==> config.mk <==
export PLATFORM = sky130hd
export DESIGN_NAME = param_mc_core_flat
export DESIGN_NICKNAME = d
export VERILOG_FILES = /design/src/rtl/param_mc_if.sv /design/src/rtl/param_mc_core.sv /design/src/flat_wrapper.sv
export SDC_FILE = /design/constraint.sdc
export NUM_CORES = 1
export LEC_CHECK = 0
export BUFFER_PORTS_ARGS = -buffer_cell sky130_fd_sc_hd__buf_4
export CAP_MARGIN = 20
export CORE_UTILIZATION = 55
export DETAILED_ROUTE_END_ITERATION = 16
export PLACE_DENSITY = 0.73
export SYNTH_ARGS = -nofsm -noshare
export SYNTH_HDL_FRONTEND = slang
export SYNTH_SLANG_ARGS = --single-unit
==> constraint.sdc <==
create_clock -name clk -period 10.4 [get_ports clk]
set_input_delay 2.08 -clock clk [delete_from_list [all_inputs] [get_ports clk]]
set_output_delay 2.08 -clock clk [all_outputs]
set_load 0.02 [all_outputs]
==> src/rtl/param_mc_if.sv <==
// Control, load and observation bundle for param_mc_core.
// The master drives stimulus and load ports; the slave is the core.
interface param_mc_if #(
  parameter int unsigned DW  = 8,
  parameter int unsigned AW  = 2,
  parameter int unsigned PCW = 4
);
  localparam int unsigned IW = 3 + 2 * AW;

  logic           start;
  logic           prog_we;
  logic [PCW-1:0] prog_addr;
  logic [IW-1:0]  prog_data;
  logic           reg_we;
  logic [AW-1:0]  reg_addr;
  logic [DW-1:0]  reg_wdata;
  logic [AW-1:0]  dbg_raddr;
  logic [DW-1:0]  dbg_rdata;
  logic           busy;
  logic           halted;
  logic [PCW-1:0] pc;
  logic [2:0]     state;
  logic [DW-1:0]  alu_out;
  logic           zero;
  logic           carry;

  modport master (
    output start, prog_we, prog_addr, prog_data, reg_we, reg_addr, reg_wdata, dbg_raddr,
    input  dbg_rdata, busy, halted, pc, state, alu_out, zero, carry
  );

  modport slave (
    input  start, prog_we, prog_addr, prog_data, reg_we, reg_addr, reg_wdata, dbg_raddr,
    output dbg_rdata, busy, halted, pc, state, alu_out, zero, carry
  );
endinterface

==> src/rtl/param_mc_core.sv <==
// Multicycle accumulator-free core: regfile, instruction store, 3-bit ALU with Z/C,
// conditional branch and HALT, sequenced FETCH -> DECODE -> EXECUTE -> WRITEBACK.
module param_mc_core #(
  parameter int unsigned DW  = 8,
  parameter int unsigned AW  = 2,
  parameter int unsigned PCW = 4
) (
  input  logic        clk,
  input  logic        reset,
  param_mc_if.slave   bus
);
  localparam int unsigned IW   = 3 + 2 * AW;
  localparam int unsigned TW   = 2 * AW;
  localparam int unsigned NREG = 2 ** AW;
  localparam int unsigned NINS = 2 ** PCW;

  localparam logic [2:0] OpAdd  = 3'b000;
  localparam logic [2:0] OpSub  = 3'b001;
  localparam logic [2:0] OpAnd  = 3'b010;
  localparam logic [2:0] OpOr   = 3'b011;
  localparam logic [2:0] OpXor  = 3'b100;
  localparam logic [2:0] OpNot  = 3'b101;
  localparam logic [2:0] OpBz   = 3'b110;
  localparam logic [2:0] OpHalt = 3'b111;

  typedef enum logic [2:0] {
    StIdle      = 3'd0,
    StFetch     = 3'd1,
    StDecode    = 3'd2,
    StExecute   = 3'd3,
    StWriteback = 3'd4,
    StHalt      = 3'd5
  } state_e;

  state_e         state_q;
  logic [PCW-1:0] pc_q;
  logic [IW-1:0]  ir_q;
  logic [DW-1:0]  a_q, b_q, alu_q;
  logic           zero_q, carry_q;
  logic [DW-1:0]  regs_q [NREG];
  logic [IW-1:0]  imem_q [NINS];

  logic [2:0]     op;
  logic [AW-1:0]  rd, rs;
  logic [PCW-1:0] target, pc_inc;
  logic [DW:0]    sum;
  logic [DW-1:0]  alu_res;
  logic           alu_c;
  logic           load_ok;

  assign op      = ir_q[IW-1 -: 3];
  assign rd      = ir_q[TW-1 -: AW];
  assign rs      = ir_q[AW-1:0];
  assign pc_inc  = pc_q + PCW'(1);
  assign load_ok = (state_q == StIdle) || (state_q == StHalt);

  // Branch target is the {rd,rs} field fitted to the PC width.
  if (PCW >= TW) begin : g_tgt_ext
    assign target = PCW'(ir_q[TW-1:0]);
  end else begin : g_tgt_trunc
    assign target = ir_q[PCW-1:0];
  end

  always_comb begin
    alu_res = '0;
    alu_c   = 1'b0;
    sum     = {1'b0, a_q} + {1'b0, b_q};
    case (op)
      OpAdd: {alu_c, alu_res} = sum;
      OpSub: begin
        alu_res = a_q - b_q;
        alu_c   = (a_q < b_q);
      end
      OpAnd:   alu_res = a_q & b_q;
      OpOr:    alu_res = a_q | b_q;
      OpXor:   alu_res = a_q ^ b_q;
      OpNot:   alu_res = ~b_q;
      default: alu_res = '0;
    endcase
  end

  always_ff @(posedge clk or posedge reset) begin
    if (reset) begin
      state_q <= StIdle;
      pc_q    <= '0;
      ir_q    <= '0;
      a_q     <= '0;
      b_q     <= '0;
      alu_q   <= '0;
      zero_q  <= 1'b0;
      carry_q <= 1'b0;
      for (int i = 0; i < NREG; i++) regs_q[i] <= '0;
      for (int i = 0; i < NINS; i++) imem_q[i] <= '0;
    end else begin
      case (state_q)
        StIdle, StHalt: begin
          if (bus.prog_we) imem_q[bus.prog_addr] <= bus.prog_data;
          if (bus.reg_we)  regs_q[bus.reg_addr]  <= bus.reg_wdata;
          if (bus.start) begin
            pc_q    <= '0;
            state_q <= StFetch;
          end
        end
        StFetch: begin
          ir_q    <= imem_q[pc_q];
          state_q <= StDecode;
        end
        StDecode: begin
          a_q     <= regs_q[rd];
          b_q     <= regs_q[rs];
          state_q <= StExecute;
        end
        StExecute: begin
          if (op == OpHalt) begin
            state_q <= StHalt;
          end else begin
            // BZ leaves flags and alu_out untouched so it tests the previous result.
            if (op != OpBz) begin
              alu_q   <= alu_res;
              zero_q  <= (alu_res == '0);
              carry_q <= alu_c;
            end
            state_q <= StWriteback;
          end
        end
        StWriteback: begin
          if (op == OpBz) begin
            pc_q <= zero_q ? target : pc_inc;
          end else begin
            regs_q[rd] <= alu_q;
            pc_q       <= pc_inc;
          end
          state_q <= StFetch;
        end
        default: state_q <= StIdle;
      endcase
    end
  end

  assign bus.busy      = (state_q == StFetch) || (state_q == StDecode) ||
                         (state_q == StExecute) || (state_q == StWriteback);
  assign bus.halted    = (state_q == StHalt);
  assign bus.pc        = pc_q;
  assign bus.state     = state_q;
  assign bus.alu_out   = alu_q;
  assign bus.zero      = zero_q;
  assign bus.carry     = carry_q;
  assign bus.dbg_rdata = regs_q[bus.dbg_raddr];

endmodule

==> src/flat_wrapper.sv <==
// flat-port wrapper written by rule: the top's interface ports become plain ports
module param_mc_core_flat 
#(
  parameter int unsigned DW  = 8,
  parameter int unsigned AW  = 2,
  parameter int unsigned PCW = 4
)
  (clk, reset, bus_start, bus_prog_we, bus_prog_addr, bus_prog_data, bus_reg_we, bus_reg_addr, bus_reg_wdata, bus_dbg_raddr, bus_dbg_rdata, bus_busy, bus_halted, bus_pc, bus_state, bus_alu_out, bus_zero, bus_carry);
  param_mc_if #(.DW(DW), .AW(AW), .PCW(PCW)) bus_i ();
  input  logic clk;
  input  logic reset;
  input wire logic [$bits(bus_i.start)-1:0] bus_start;
  input wire logic [$bits(bus_i.prog_we)-1:0] bus_prog_we;
  input wire logic [$bits(bus_i.prog_addr)-1:0] bus_prog_addr;
  input wire logic [$bits(bus_i.prog_data)-1:0] bus_prog_data;
  input wire logic [$bits(bus_i.reg_we)-1:0] bus_reg_we;
  input wire logic [$bits(bus_i.reg_addr)-1:0] bus_reg_addr;
  input wire logic [$bits(bus_i.reg_wdata)-1:0] bus_reg_wdata;
  input wire logic [$bits(bus_i.dbg_raddr)-1:0] bus_dbg_raddr;
  output wire logic [$bits(bus_i.dbg_rdata)-1:0] bus_dbg_rdata;
  output wire logic [$bits(bus_i.busy)-1:0] bus_busy;
  output wire logic [$bits(bus_i.halted)-1:0] bus_halted;
  output wire logic [$bits(bus_i.pc)-1:0] bus_pc;
  output wire logic [$bits(bus_i.state)-1:0] bus_state;
  output wire logic [$bits(bus_i.alu_out)-1:0] bus_alu_out;
  output wire logic [$bits(bus_i.zero)-1:0] bus_zero;
  output wire logic [$bits(bus_i.carry)-1:0] bus_carry;
  assign bus_i.start = bus_start;
  assign bus_i.prog_we = bus_prog_we;
  assign bus_i.prog_addr = bus_prog_addr;
  assign bus_i.prog_data = bus_prog_data;
  assign bus_i.reg_we = bus_reg_we;
  assign bus_i.reg_addr = bus_reg_addr;
  assign bus_i.reg_wdata = bus_reg_wdata;
  assign bus_i.dbg_raddr = bus_dbg_raddr;
  assign bus_dbg_rdata = bus_i.dbg_rdata;
  assign bus_busy = bus_i.busy;
  assign bus_halted = bus_i.halted;
  assign bus_pc = bus_i.pc;
  assign bus_state = bus_i.state;
  assign bus_alu_out = bus_i.alu_out;
  assign bus_zero = bus_i.zero;
  assign bus_carry = bus_i.carry;
  param_mc_core #(.DW(DW), .AW(AW), .PCW(PCW)) u_core (.clk(clk), .reset(reset), .bus(bus_i));
endmodule
======== Yosys cells after proc, flatten, opt, wreduce, memory -nomap -nowiden ========
Cells that the tools add are included.
operators by class
  add/subtract/negate cells ............... 3
  order comparisons ....................... 10
  equal/unequal tests ..................... 16
  muxes and demuxes ....................... 33
  bitwise gates (word level) .............. 11
  reduce and logical (&&, ||, !) cells .... 15
operators with widths
  cell                  count
  $bwmux W112           1
  $bwmux W32            2
  $mux W32              2
  $mux W8               8
  $pmux W32 S2          1
  $bmux W8 S2           3
  $pmux W8 S6           1
  $demux W8 S2          2
  $bmux W7 S4           1
  $demux W7 S4          1
  $mux W7               3
  $eq A3 B3 Y1 const B  6
  $pmux W3 S5           1
  $eq A3 B2 Y1 const B  4
  $ge A3 B3 Y1 const B  4
  $mux W4               3
  $not A2 Y3            4
  $ge A5 B5 Y1 const B  2
  $not A4 Y5            2
  $add A8 B8 Y9         1
  $and A8 B8 Y8         1
  $logic_not A8 Y1      1
  $lt A8 B8 Y1          1
  $not A8 Y8            1
  other kinds (21)      32
word-level totals
  register bits ........................... 184
  bits of input ports ..................... 28
  output and inout port bits .............. 27
  word-level logic and storage cells ...... 116

======== Logic depth before layout (Yosys ltp) ========
  depth after elaboration ................. 8
  gate-level depth with buffers ........... 10

======== Least setup slack after synthesis ========
Ideal clock, no wire load.
  path type ............................... input -> output
  start point ............................. input bus_dbg_raddr[0]
  end point ............................... output bus_dbg_rdata[0]
  arrival ................................. 3.113 ns
  slack ................................... 5.207 ns
  cell stages on the path ................. 2
  cells stage by stage .................... clkbuf_1 -> mux4_2
between the ends
  cells in the longest elaborated chain, start to end .. 4
ends and longest elaborated chain
  element                                     line                  source
  from (decl)                                 flat_wrapper.sv:19    input wire logic [$bits(bus_i.dbg_raddr)-1:0] bus_dbg_raddr;
  $not A2 Y3 (implied by the code)            param_mc_core.sv:148  assign bus.dbg_rdata = regs_q[bus.dbg_raddr];
  $bmux W8 S2                                 param_mc_core.sv:148
  $mux W8 (implied by the code) (2 in a row)  param_mc_core.sv:148
  to (decl)                                   flat_wrapper.sv:20    output wire logic [$bits(bus_i.dbg_rdata)-1:0] bus_dbg_rdata;
Every way passes these cells. The select of a mux whose other input is x is not followed.

======== Final worst setup path ========
  start point ............................. input bus_dbg_raddr[0]
  end point ............................... output bus_dbg_rdata[1]
Same word-level chain as after synthesis.

==> results.py <==
metrics = {
    "worst_setup_path": {
        "r2r_slack_ps": 6860,
        "r2r_cells": 7,
        "reg2reg_to": "u_core.regs_q[29]$_DFFE_PP0P_",
        "crit_slowest_cell": "mux4_2",
        "rr_startpoint": "u_core.ir_q[4]$_DFFE_PP0P_",
        "crit_type": "primary input to primary output",
        "critPathLaunchType": "primary input",
        "cp-end-kind": "primary output",
        "crit_fanout": 8,
        "cp.arrival_ps": 2950,
        "crit_path_max_incr_delay_ps": 520,
        "path_cells": "buf_4 -> mux4_2 -> buf_4",
        "cp_common_cell": "buf_4",
        "cp.required_ps": 8320,
    },
    "final_layout": {
        "nFillCells": 1408,
        "ff_latch_area_mm2": 0.00461,
        "final_nets": 887,
        "n_antenna_cell": 0,
        "multi_input_area_mm2": 0.00516,
        "drive_gt1_frac": 0.353,
        "area_growth_pct": 10.6,
    },
    "sta": {
        "drv_slew": 0,
        "rsz0062_at_grt": "no",
        "relSlewSlack": 0.305,
        "fin_setup_tns_ps": 0,
        "final.setup.worst_slack_ps": 5370,
        "max_freq_ghz": 0.199,
        "tightest_slew_ps": 1040,
        "finalCritPeriodShare": 0.484,
        "layout_min_cycle_time_ps": 5030,
        "skew_ps": 9.48,
        "finalSetupViolCount": 0,
        "hold_violations": 0,
    },
    "global_route": {
        "grt_usage": 0.287,
        "antenna_found_initial": 0,
        "grt_start_max_net_pins": 109,
        "grt_pass1_vias": 7149,
        "grt-ovfl-total": 0,
        "grt_pass1_wl_um": 40100,
    },
    "synthesis": {
        "ys.warnings.count": 0,
        "synth_common_cells": "dfrtp_1, mux2_2, mux4_2",
        "yosysUniqueCellTypes": 68,
        "synth.most_common_cell": "dfrtp_1",
        "synth_edf_count": 0,
        "ys_async_sr_fraction": 1.00,
        "syn-cell-area_mm2": 0.0101,
        "synth_top_cell_by_area": "dfrtp_1",
        "synth_area_leaders": "dfrtp_1, mux2_2, mux4_2, ha_1, o2bb2ai_1",
        "ys_ff_latch": 184,
        "avgSynthCellArea_um2": 12.5,
        "syn_inst": 811,
        "ys_seq_area_frac": 0.454,
        "netlist.area_leader.share": 0.454,
        "ys.flop_type": "dfrtp_1",
        "syn_nets": 867,
    },
    "clock_network": {
        "cts_max_path_buffers": 2,
        "cts_tree": "done",
        "numCtsBuffers": 17,
        "cts_root_buf": "clkbuf_16",
        "cts_resized": 0,
        "cts.clk_slew.worst_paths_ps": 70,
        "postCtsSetupRepairBufs": 0,
        "hold_buffers": 0,
        "htreeDepth": 4,
        "cts.sinks": 184,
        "insertion_delay_ps": 430,
    },
    "hold_path": {
        "hp-start": "u_core.imem_q[4]$_DFFE_PP0P_",
        "hold_depth": 1,
        "holdPathEnd": "u_core.imem_q[4]$_DFFE_PP0P_",
        "hold_class": "flop to flop",
    },
    "detailed_routing": {
        "drt_iter0_drc": 510,
        "firstDrtPassIters": 6,
        "vias": 7079,
        "final_antenna_net_count": 0,
        "wl_per_cell_um": 23.8,
        "via_per_inst": 6.60,
        "route.detailed.drc": 0,
        "wl_um": 25600,
    },
    "floorplanning": {
        "io_pins": 55,
        "die-area_mm2": 0.0190,
        "core-area_mm2": 0.0180,
        "fp.dieW_um": 138,
        "row_count": 49,
        "initial_utilization": 0.563,
        "die_y_um": 138,
    },
    "power": {
        "leakage_nw": 4.81,
        "power_density_mw_per_mm2": 306,
        "irDropWorstVdd_uv": 173,
    },
    "placed_design": {
        "gp_congestion": 0.889,
        "dp_hpwl_um": 17900,
        "dp_slack_ps": 5360,
        "port_buffers": 54,
    },
    "run": {
        "cap_violations": 0,
    },
    "status": {
        "status": "finished, final reports clean",
    },
}
==> layout by cell type (no fill, tap or decap), drive strengths merged, types with 10 or more instances in the layout <==
| cell | count |
|---|---|
| nand2 | 42 |
| o22ai | 10 |
| mux4 | 60 |
| clkbuf | 18 |
| nand2b | 11 |
| ha | 26 |
| a21oi | 26 |
| o21ai | 35 |
| buf | 58 |
| o2bb2ai | 31 |
| mux2 | 121 |
| a22oi | 31 |
| inv | 37 |
| dfrtp | 184 |
| nor2b | 10 |
| nor2 | 35 |
==> flip-flops by register name (all words and copies together) (netlist names) <==
| name | cells |
|---|---|
| u_core.bus.alu_out | 8 |
| u_core.regs_q | 32 |
| u_core.bus.pc | 4 |
| u_core.ir_q | 7 |
| u_core.a_q | 8 |
| u_core.b_q | 8 |
| u_core.bus.zero | 1 |
| u_core.bus.state | 3 |
| u_core.bus.carry | 1 |
| u_core.imem_q | 112 |
==> cell type report <==
class / instances / share of cell area
multi-input combinational: 537 / 0.460
sequential: 184 / 0.411
clock buffer: 18 / 0.0392
timing repair buffer: 58 / 0.0388
tap: 229 / 0.0256
clock inverter: 14 / 0.0141
inverter: 33 / 0.0115
==> worst max-delay path by stage <==
stage / startpoint / end / slack, ps / cells past startpoint
4_1_cts: bus_dbg_raddr[0] / bus_dbg_rdata[1] / 5360 / 3
3_3_place_gp: bus_dbg_raddr[0] / bus_dbg_rdata[0] / 5390 / 3
3_5_place_dp: bus_dbg_raddr[0] / bus_dbg_rdata[1] / 5360 / 3
5_1_grt: bus_dbg_raddr[0] / bus_dbg_rdata[4] / 5330 / 3
6_report: bus_dbg_raddr[0] / bus_dbg_rdata[1] / 5370 / 3
2_1_floorplan: reset / u_core.a_q[0]$_DFFE_PP0P_ / 3320 / 1
==> per-stage QoR <==
stage | cells | total power, mW | hold slack [ps] | utilization | instance area [um2]
2_1_floorplan | 811 | 2.32 | 474 | - | 10100
3_3_place_gp | 1041 | 2.70 | 482 | 0.589 | 10600
3_5_place_dp | 1041 | 2.77 | 490 | 0.589 | 10600
4_1_cts | 1073 | 3.42 | 506 | 0.622 | 11200
5_1_grt | 1073 | 3.60 | 517 | 0.622 | 11200
6_report | 1073 | 3.43 | 504 | 0.622 | 11200
==> worst max-delay path, delay by kind of cell <==
family | cells | cell delay, ps
muxes | 1 | 520
buffers and inverters | 2 | 350
==> layer usage <==
layer  vias up  GRT usage  wire length (um)
met5         -          0                 0
met4         0     0.0978               484
met3        46     0.0456              1240
li1       3097          -                 -
met2       247      0.463             12700
met1      3689      0.399             11200
==> report_power, final <==
group	internal [mW]	leakage (nW)	switching (mW)
sequential	1.02	2.37	0.313
clock	0.347	0.283	0.295
combinational	0.737	2.15	0.713
total	2.11	4.81	1.32
==> kinds of logic after synthesis <==
family,after synthesis,synth area share
AO/OA/AOI/OAI,173,0.121
XOR/XNOR,3,0.00259
adder cells (fa/ha/maj),28,0.0360
buffers and inverters,90,0.0371
flip-flops,184,0.454
multiplexers,186,0.273
AND/OR/NAND/NOR,147,0.0769
Note: power is estimated with default switching activity, not from simulation.
